**src/rtl/opl2_host_write_if.sv**
```systemverilog
// Host bus front end for the OPL2 core: decodes address/data port writes, queues {addr,data}
// pairs and drains them as paced single-cycle register-write strobes; reads return status.
module opl2_host_write_if #(
  parameter int unsigned FIFO_DEPTH = 4,
  parameter int unsigned WRITE_GAP  = 84,
  parameter int unsigned ADDR_HOLD  = 12
) (
  input  logic       clk,
  input  logic       reset_n,
  input  logic       cs_n,
  input  logic       wr_n,
  input  logic       rd_n,
  input  logic       a0,
  input  logic [7:0] din,
  output logic [7:0] dout,
  input  logic [7:0] status_in,
  output logic       reg_wr_valid,
  output logic [7:0] reg_wr_address,
  output logic [7:0] reg_wr_data,
  output logic       busy,
  output logic       overflow,
  output logic       early_wr
);

  localparam int unsigned PtrW  = (FIFO_DEPTH > 1) ? $clog2(FIFO_DEPTH) : 1;
  localparam int unsigned CntW  = $clog2(FIFO_DEPTH + 1);
  localparam int unsigned GapW  = (WRITE_GAP > 1) ? $clog2(WRITE_GAP) : 1;
  localparam int unsigned HoldW = (ADDR_HOLD > 0) ? $clog2(ADDR_HOLD + 1) : 1;

  typedef enum logic [1:0] {StIdle, StIssue, StGap} state_e;

  state_e            state_q, state_d;
  logic [GapW-1:0]   gap_q, gap_d;
  logic              wr_act, rd_act, wr_act_q, rd_act_q, wr_edge, rd_edge;
  logic [7:0]        addr_q;
  logic [HoldW-1:0]  hold_q;
  logic [15:0]       fifo_q [FIFO_DEPTH];
  logic [PtrW-1:0]   wptr_q, rptr_q;
  logic [CntW-1:0]   count_q, count_d;
  logic              push_req, full, push, pop;
  logic [15:0]       head;
  logic [7:0]        out_addr_q, out_data_q, dout_q;
  logic              overflow_q, early_q;

  assign wr_act   = !cs_n && !wr_n;
  assign rd_act   = !cs_n && !rd_n;
  assign wr_edge  = wr_act && !wr_act_q;
  // A read that coincides with an active write window is ignored.
  assign rd_edge  = rd_act && !rd_act_q && !wr_act;

  assign push_req = wr_edge && a0;
  assign full     = (count_q == CntW'(FIFO_DEPTH));
  assign push     = push_req && !full;
  assign pop      = (state_q == StIssue);
  assign count_d  = count_q + CntW'(push) - CntW'(pop);
  assign head     = fifo_q[rptr_q];

  always_ff @(posedge clk or negedge reset_n) begin
    if (!reset_n) begin
      state_q    <= StIdle;
      gap_q      <= '0;
      wr_act_q   <= 1'b0;
      rd_act_q   <= 1'b0;
      addr_q     <= 8'h00;
      hold_q     <= '0;
      wptr_q     <= '0;
      rptr_q     <= '0;
      count_q    <= '0;
      out_addr_q <= 8'h00;
      out_data_q <= 8'h00;
      dout_q     <= 8'h00;
      overflow_q <= 1'b0;
      early_q    <= 1'b0;
    end else begin
      state_q  <= state_d;
      gap_q    <= gap_d;
      wr_act_q <= wr_act;
      rd_act_q <= rd_act;
      count_q  <= count_d;
      if (wr_edge && !a0) begin
        addr_q <= din;
        hold_q <= HoldW'(ADDR_HOLD);
      end else if (hold_q != '0) begin
        hold_q <= hold_q - 1'b1;
      end
      if (push)                       wptr_q     <= wptr_q + 1'b1;
      if (pop)                        rptr_q     <= rptr_q + 1'b1;
      if (pop)                        out_addr_q <= head[15:8];
      if (pop)                        out_data_q <= head[7:0];
      if (push_req && full)           overflow_q <= 1'b1;
      if (push_req && hold_q != '0)   early_q    <= 1'b1;
      if (rd_edge)                    dout_q     <= a0 ? 8'hFF : status_in;
    end
  end

  // Storage needs no reset: entries are only observed after being written.
  always_ff @(posedge clk) begin
    if (push) fifo_q[wptr_q] <= {addr_q, din};
  end

  // Gap counter counts down the WRITE_GAP-1 idle cycles between strobes; leaving GAP
  // as it expires keeps back-to-back strobes exactly WRITE_GAP cycles apart.
  always_comb begin
    state_d = state_q;
    gap_d   = gap_q;
    unique case (state_q)
      StIdle: begin
        if (count_q != '0) state_d = StIssue;
      end
      StIssue: begin
        if (WRITE_GAP == 1) begin
          state_d = (count_d != '0) ? StIssue : StIdle;
        end else begin
          gap_d   = GapW'(WRITE_GAP - 1);
          state_d = StGap;
        end
      end
      StGap: begin
        gap_d = gap_q - 1'b1;
        if (gap_q <= GapW'(1)) state_d = (count_q != '0) ? StIssue : StIdle;
      end
      default: state_d = StIdle;
    endcase
  end

  assign reg_wr_valid   = (state_q == StIssue);
  assign reg_wr_address = reg_wr_valid ? head[15:8] : out_addr_q;
  assign reg_wr_data    = reg_wr_valid ? head[7:0]  : out_data_q;
  assign busy           = (state_q != StIdle) || (count_q != '0);
  assign overflow       = overflow_q;
  assign early_wr       = early_q;
  assign dout           = dout_q;

endmodule

```
**config.mk**
```make
export PLATFORM = sky130hd
export DESIGN_NAME = opl2_host_write_if
export DESIGN_NICKNAME = d
export VERILOG_FILES = /design/src/rtl/opl2_host_write_if.sv
export SDC_FILE = /design/constraint.sdc
export NUM_CORES = 1
export LEC_CHECK = 0
export ABC_CLOCK_PERIOD_IN_PS = 3800
export CAP_MARGIN = 10
export CORE_MARGIN = 1.5
export CORE_UTILIZATION = 50
export CTS_BUF_LIST = sky130_fd_sc_hd__clkbuf_8
export DETAILED_ROUTE_END_ITERATION = 10
export DONT_BUFFER_PORTS = 1
export GPL_TIMING_DRIVEN = 0
export HOLD_SLACK_MARGIN = 0.08
export PLACE_DENSITY = 0.66
export SLEW_MARGIN = 5
export SYNTH_ARGS = -nofsm -noshare
export SYNTH_HDL_FRONTEND = slang
export SYNTH_SLANG_ARGS = --single-unit
```
**constraint.sdc**
```tcl
create_clock -name clk -period 3.8 [get_ports clk]
set_input_delay 0.76 -clock clk [delete_from_list [all_inputs] [get_ports clk]]
set_output_delay 0.76 -clock clk [all_outputs]
set_load 0.02 [all_outputs]
```
==> flow_metrics.py, run 1 <==
metrics = {
    "outcome": {
        "status": "finished clean",
    },
    "synth": {
        "syn-cell-area_um2": 4831,
        "synth_area_leader_cell": "edfxtp_1",
        "synth.net_count": 328,
        "synth_seq_area_share": 0.6879,
        "synth_cell_type_count": 45,
        "synth_edf_count": 64,
        "synth_common_cells": "edfxtp_1 (64), dfrtp_1 (56), mux2_2 (26)",
        "synth_cells": 292,
        "ys_top_cells_by_area": "edfxtp_1 (40%), dfrtp_1 (29%), mux4_2 (7.5%), mux2_2 (6.1%), ha_1 (3.4%)",
        "synth_top_area_frac": 0.3978,
        "yosysMostFrequentCell": "edfxtp_1",
        "synth-seq-cells": 120,
        "syn_avg_cell_area_um2": 16.54,
        "synth_warnings": 0,
        "synth_ff_type": "edfxtp_1",
        "synthArstFlopShare": 0.4667,
    },
    "critical_path": {
        "crit_path_start": "state_q[1]",
        "cp.required_ps": 3040,
        "rrSetupSlack_ps": 1280,
        "criticalPathCategory": "reg2out",
        "worst-path-max-fanout": 10,
        "crit_chain": "inv_1 > ha_1 > clkbuf_1 > buf_2 > mux2_2",
        "slowest_delay_ps": 580,
        "timing.rr.start": "wr_act_q",
        "cp-end-kind": "output port",
        "critical_path.slowest_cell": "clkbuf_1",
        "worstPathArrival_ps": 2730,
        "start_kind": "flop",
    },
    "final_layout": {
        "layout.nets": 348,
        "area_growth_pct": 13.49,
        "antenna_cells": 0,
        "n_fill_cell": 723,
        "drive_above_1_share": 0.2708,
    },
    "floorplanning": {
        "ioPinCount": 50,
        "die-area_um2": 10260,
        "die_height_um": 101.3,
        "core_um2": 9284,
        "initial_core_util": 0.5204,
        "die-width_um": 101.3,
        "row_count": 35,
    },
    "timing": {
        "slew_headroom": 0.4158,
        "period_minus_slack_ps": 3486,
        "rsz0062_at_grt": "false",
        "worst_clock_skew_ps": 8.451,
        "hold_viol_final": 0,
        "worst_slew_pin_slew_ps": 876.4,
        "setup_violations": 0,
        "fin_tns_setup_ps": 0,
        "post-route-period-util": 0.9174,
        "slew_viol_final": 0,
        "fmax_mhz": 286.8,
    },
    "clock_network": {
        "cts.sinks": 120,
        "post_cts_resized": 0,
        "cts_tree": "done",
        "root_buffer": "clkbuf_8",
        "cts-buffers-inserted": 17,
        "cts_max_path_buffers": 2,
        "cts.clk_slew.worst_paths_ps": 70,
        "insertion_delay_ps": 420,
        "htree_num_levels": 4,
    },
    "global_route": {
        "grt_pass1_wl_um": 12450,
        "grt_pass1_vias": 2482,
        "grtUsageTotal": 0.1693,
        "grt_max_degree": 57,
        "antenna_found_initial": 0,
        "grt_overflow": 0,
    },
    "min_path": {
        "hold_class": "in2async",
    },
    "placement": {
        "gp_congestion": 0.7610,
        "hpwl_um": 4796,
        "io_buffer_count": 0,
    },
    "drt": {
        "ant_nets": 0,
        "first_iter_violations": 76,
        "vias": 2433,
        "routed_wl_um": 7772,
        "wl_per_cell_um": 17.12,
        "firstDrtPassIters": 5,
        "via_per_inst": 5.359,
        "drcViolationCount": 0,
    },
    "power_and_ir_drop": {
        "power_leakage_nw": 2.056,
        "total_power_mw": 4.307,
        "swShare": 0.3102,
        "pwr-share-comb": 0.277,
        "pwr-share-seq": 0.419,
        "clkPwrFrac": 0.303,
        "intPower_mw": 2.971,
        "p_switching_mw": 1.336,
        "peakVddDrop_mv": 0.4027,
        "p_per_area_nw_per_um2": 785.6,
    },
    "run": {
        "max-cap-violations": 0,
    },
}
[power groups by stage]
stage | Sequential [mW] | Clock [mW] | Combinational, mW
floorplan | 1.79 | 0 | 1.02
global placement | 1.83 | 0 | 1.18
detailed placement | 1.84 | 0 | 1.20
CTS | 1.81 | 1.34 | 1.23
global route | 1.84 | 1.38 | 1.32
finish | 1.81 | 1.31 | 1.19
[path summary, 6_finish.rpt]
check,cells after the start,to
max,5,reg_wr_address[0]
max reg2reg,10,count_q[2]
min in group clk,1,wr_act_q
min reg2reg,0,fifo_q[2][15]
max in group asynchronous,1,count_q[1]
min,1,out_data_q[1]
[sequential cells by signal, summed over array words and instances, names as in the netlist]
register	count
early_wr	1
state_q	2
overflow	1
out_addr_q	8
rd_act_q	1
hold_q	4
count_q	3
fifo_q	64
addr_q	8
wptr_q	2
out_data_q	8
wr_act_q	1
gap_q	7
rptr_q	2
dout	8
[layer usage]
metal  wire (um)  GRT usage  vias up
met5           0          0        -
met4          76    0.07051        0
li1            -          -     1128
met2        4011     0.2819       66
met1        3258     0.1981     1231
met3         427    0.06487        8
[layout make-up]
class	instances	area, um2	share of cell area
buffer	11	58.81	0.01073
clock buffer	19	261.5	0.04770
clock inverter	13	201.4	0.03674
inverter	16	60.06	0.01095
multi-input combinational	145	1389	0.2533
sequential	120	3323	0.6061
tap	129	161.4	0.02944
timing repair buffer	1	27.53	0.005021
[kinds of logic (layout without fill, tap and decap cells)]
family	Yosys count	count (layout)	share of synthesized area
flops	120	120	0.6879
compound gates	31	31	0.04248
simple gates	52	52	0.06112
xor+xnor	6	6	0.01088
mux	42	42	0.1352
fa+ha+maj	14	14	0.03782
buf+inv	27	60	0.02460
[placed cells by master, fill, tap and decap left out, types with 3 or more instances in the layout]
| master | n |
|---|---|
| mux4_2 | 16 |
| nor2_1 | 23 |
| nand2_1 | 3 |
| clkbuf_1 | 4 |
| clkinv_2 | 3 |
| xnor2_1 | 5 |
| buf_2 | 5 |
| nor3_1 | 3 |
| o21ai_0 | 7 |
| inv_1 | 17 |
| mux2_2 | 26 |
| edfxtp_1 | 64 |
| a21oi_1 | 8 |
| dfrtp_1 | 56 |
| ha_1 | 13 |
| bufinv_16 | 5 |
| clkbuf_8 | 19 |
| and2_1 | 4 |
[stage by stage]
stage / utilization / hold slack, ps / setup slack [ps] / instance area [um2] / std cells
floorplan: - / 464.4 / 1017 / 4831 / 292
global placement: 0.5377 / 465.5 / 692.8 / 4992 / 421
detailed placement: 0.5377 / 465.9 / 669.0 / 4992 / 421
CTS: 0.5906 / 177.2 / 205.1 / 5483 / 454
global route: 0.5906 / 191.1 / 99.43 / 5483 / 454
finish: 0.5906 / 202.5 / 313.8 / 5483 / 454
[worst max-delay path: cells and delay by family, from the launching register on]
kind / cells / cell delay [ps]
flops: 1 / 420
mux: 1 / 460
buf+inv: 3 / 1080
fa+ha+maj: 1 / 340
[what timing repair did]
item,in CTS,in global routing
setup buffers,0,0
hold buffers,1,0
setup endpoints to repair,0,0
hold endpoints to repair,56,0
Power figures use the tool's default switching activity.
==> run 2, diff against run 1 <==
--- a/config.mk
+++ b/config.mk
@@ -8,13 +8,13 @@
 export ABC_CLOCK_PERIOD_IN_PS = 3800
 export CAP_MARGIN = 10
 export CORE_MARGIN = 1.5
-export CORE_UTILIZATION = 50
+export CORE_UTILIZATION = 45
 export CTS_BUF_LIST = sky130_fd_sc_hd__clkbuf_8
 export DETAILED_ROUTE_END_ITERATION = 10
 export DONT_BUFFER_PORTS = 1
 export GPL_TIMING_DRIVEN = 0
 export HOLD_SLACK_MARGIN = 0.08
-export PLACE_DENSITY = 0.66
+export PLACE_DENSITY = 0.61
 export SLEW_MARGIN = 5
 export SYNTH_ARGS = -nofsm -noshare
 export SYNTH_HDL_FRONTEND = slang
==> flow_metrics.py, run 2 (synthesized netlist as in run 1, its figures left out) <==
metrics = {
    "outcome": {
        "status": "finished clean",
    },
    "placement": {
        "placed_area_um2": 5001,
        "hpwl_um": 5134,
        "gp_congestion": 0.7132,
        "io_buffer_count": 0,
    },
    "timing": {
        "hold_viol_final": 0,
        "rsz0062_at_grt": "false",
        "holdWs_ps": 209.2,
        "setup_violations": 0,
        "slew_viol_final": 0,
        "post-route-period-util": 0.9420,
        "slew_headroom": 0.4106,
        "period_minus_slack_ps": 3579,
        "fin_tns_setup_ps": 0,
        "fmax_mhz": 279.4,
        "worst_clock_skew_ps": 10.43,
        "worst_slew_pin_slew_ps": 884.1,
    },
    "clock_network": {
        "post_cts_buffers": 0,
        "root_buffer": "clkbuf_8",
        "insertion_delay_ps": 410,
        "postCtsHoldBufs": 1,
        "post_cts_resized": 0,
        "cts_tree": "done",
        "htree_num_levels": 4,
        "cts_max_path_buffers": 2,
        "cts.sinks": 120,
        "cts.clk_slew.worst_paths_ps": 70,
        "cts-buffers-inserted": 17,
    },
    "power_and_ir_drop": {
        "peakVddDrop_mv": 0.4458,
        "p_per_area_nw_per_um2": 763.4,
        "power_leakage_nw": 2.018,
    },
    "global_route": {
        "grt_overflow": 0,
        "grt_max_degree": 57,
        "grtUsageTotal": 0.1629,
        "grt_pass1_vias": 2624,
        "grt_pass1_wl_um": 13410,
        "antenna_found_initial": 0,
    },
    "critical_path": {
        "cp.required_ps": 3040,
        "critical_path.slowest_cell": "clkbuf_1",
        "criticalPathCategory": "reg2out",
        "crit_buf_inv": 3,
        "crit_chain": "inv_1 > ha_1 > clkbuf_1 > buf_2 > mux2_2",
        "worstPathArrival_ps": 2820,
        "slowest_delay_ps": 670,
        "start_kind": "flop",
        "cp-end-kind": "output port",
        "worst-path-max-fanout": 10,
        "path_delay_family": "buffers and inverters",
    },
    "final_layout": {
        "layout.nets": 348,
        "area_growth_pct": 12.30,
        "n_fill_cell": 897,
        "antenna_cells": 0,
        "layout_commonest_cell": "edfxtp_1",
        "largest_reg_flops": 64,
        "stdcell_area_um2": 5425,
        "top_register": "fifo_q",
        "final_cell_mix": "edfxtp_1 (64), dfrtp_1 (56), mux2_2 (26), nor2_1 (23), inv_1 (18)",
        "drive_above_1_share": 0.2615,
    },
    "floorplanning": {
        "ioPinCount": 50,
        "initial_core_util": 0.4659,
        "core_um2": 10370,
        "row_count": 37,
        "die_height_um": 106.6,
        "die-width_um": 106.6,
        "die-area_um2": 11370,
    },
    "drt": {
        "via_per_inst": 5.202,
        "first_iter_violations": 70,
        "drcViolationCount": 0,
        "ant_nets": 0,
        "vias": 2398,
        "routed_wl_um": 8187,
        "wl_per_cell_um": 17.76,
        "firstDrtPassIters": 4,
    },
    "run": {
        "max-cap-violations": 0,
    },
    "min_path": {
        "hold_class": "in2async",
    },
}
-- run 2: cell count changes in the layout (fill, tap and decap cells not counted), sizes merged --
cell,previous run,this run
inv,17,18
clkinvlp,2,4
clkbuf,23,21
bufinv,5,3
clkinv,5,6
-- run 2: metal layers --
layer | global-route usage | vias up | share of wire
li1 | - | 1127 | -
met1 | 0.1928 | 1213 | 0.43
met2 | 0.2711 | 50 | 0.51
met3 | 0.06930 | 8 | 0.047
met4 | 0.04857 | 0 | 0.0079
met5 | 0 | - | 0
-- run 2: worst paths after layout --
path                       depth (start not counted)                end  startpoint  slack, ps
max                                                5  reg_wr_address[0]  state_q[1]        220
min                                                1      out_data_q[2]     reset_n        210
max reg2reg                                        5      out_addr_q[0]  state_q[1]       1250
min reg2reg                                        0      fifo_q[3][15]   addr_q[7]        510
max in group asynchronous                          1          addr_q[6]     reset_n       3330
min in group clk                                   1           rd_act_q        rd_n        400
-- run 2: power by group --
group / internal (mW) / switching [mW] / leakage, nW
Sequential: 1.64 / 0.164 / 1.22
Clock: 0.637 / 0.486 / 0.195
Combinational: 0.518 / 0.694 / 0.601
Total: 2.80 / 1.34 / 2.02
-- run 2: final cells by class --
cell class | count | area, um2 | share of cell area
repair buffers | 1 | 27.53 | 0.005074
clock buffers | 17 | 234.0 | 0.04313
multi-input cells | 145 | 1389 | 0.2560
inverters | 16 | 60.06 | 0.01107
flip-flops and latches | 120 | 3323 | 0.6125
plain buffers | 11 | 58.81 | 0.01084
well taps | 136 | 170.2 | 0.03137
clock inverters | 15 | 162.7 | 0.02998
-- run 2: per-stage QoR --
stage | setup slack [ps] | total power [mW] | util | cells
3_5_place_dp | 602.9 | 3.061 | 0.4823 | 428
2_1_floorplan | 1017 | 2.814 | - | 292
6_report | 220.6 | 4.141 | 0.5232 | 461
4_1_cts | 176.4 | 4.211 | 0.5232 | 461
3_3_place_gp | 677.8 | 3.019 | 0.4823 | 428
5_1_grt | 47.05 | 4.389 | 0.5232 | 461
-- run 2: worst reg2reg max path: stages (launching register included) --
cell,delay [ps]
dfrtp_1,420
inv_1,90
ha_1,330
clkbuf_1,670
buf_2,440
mux2_2,460
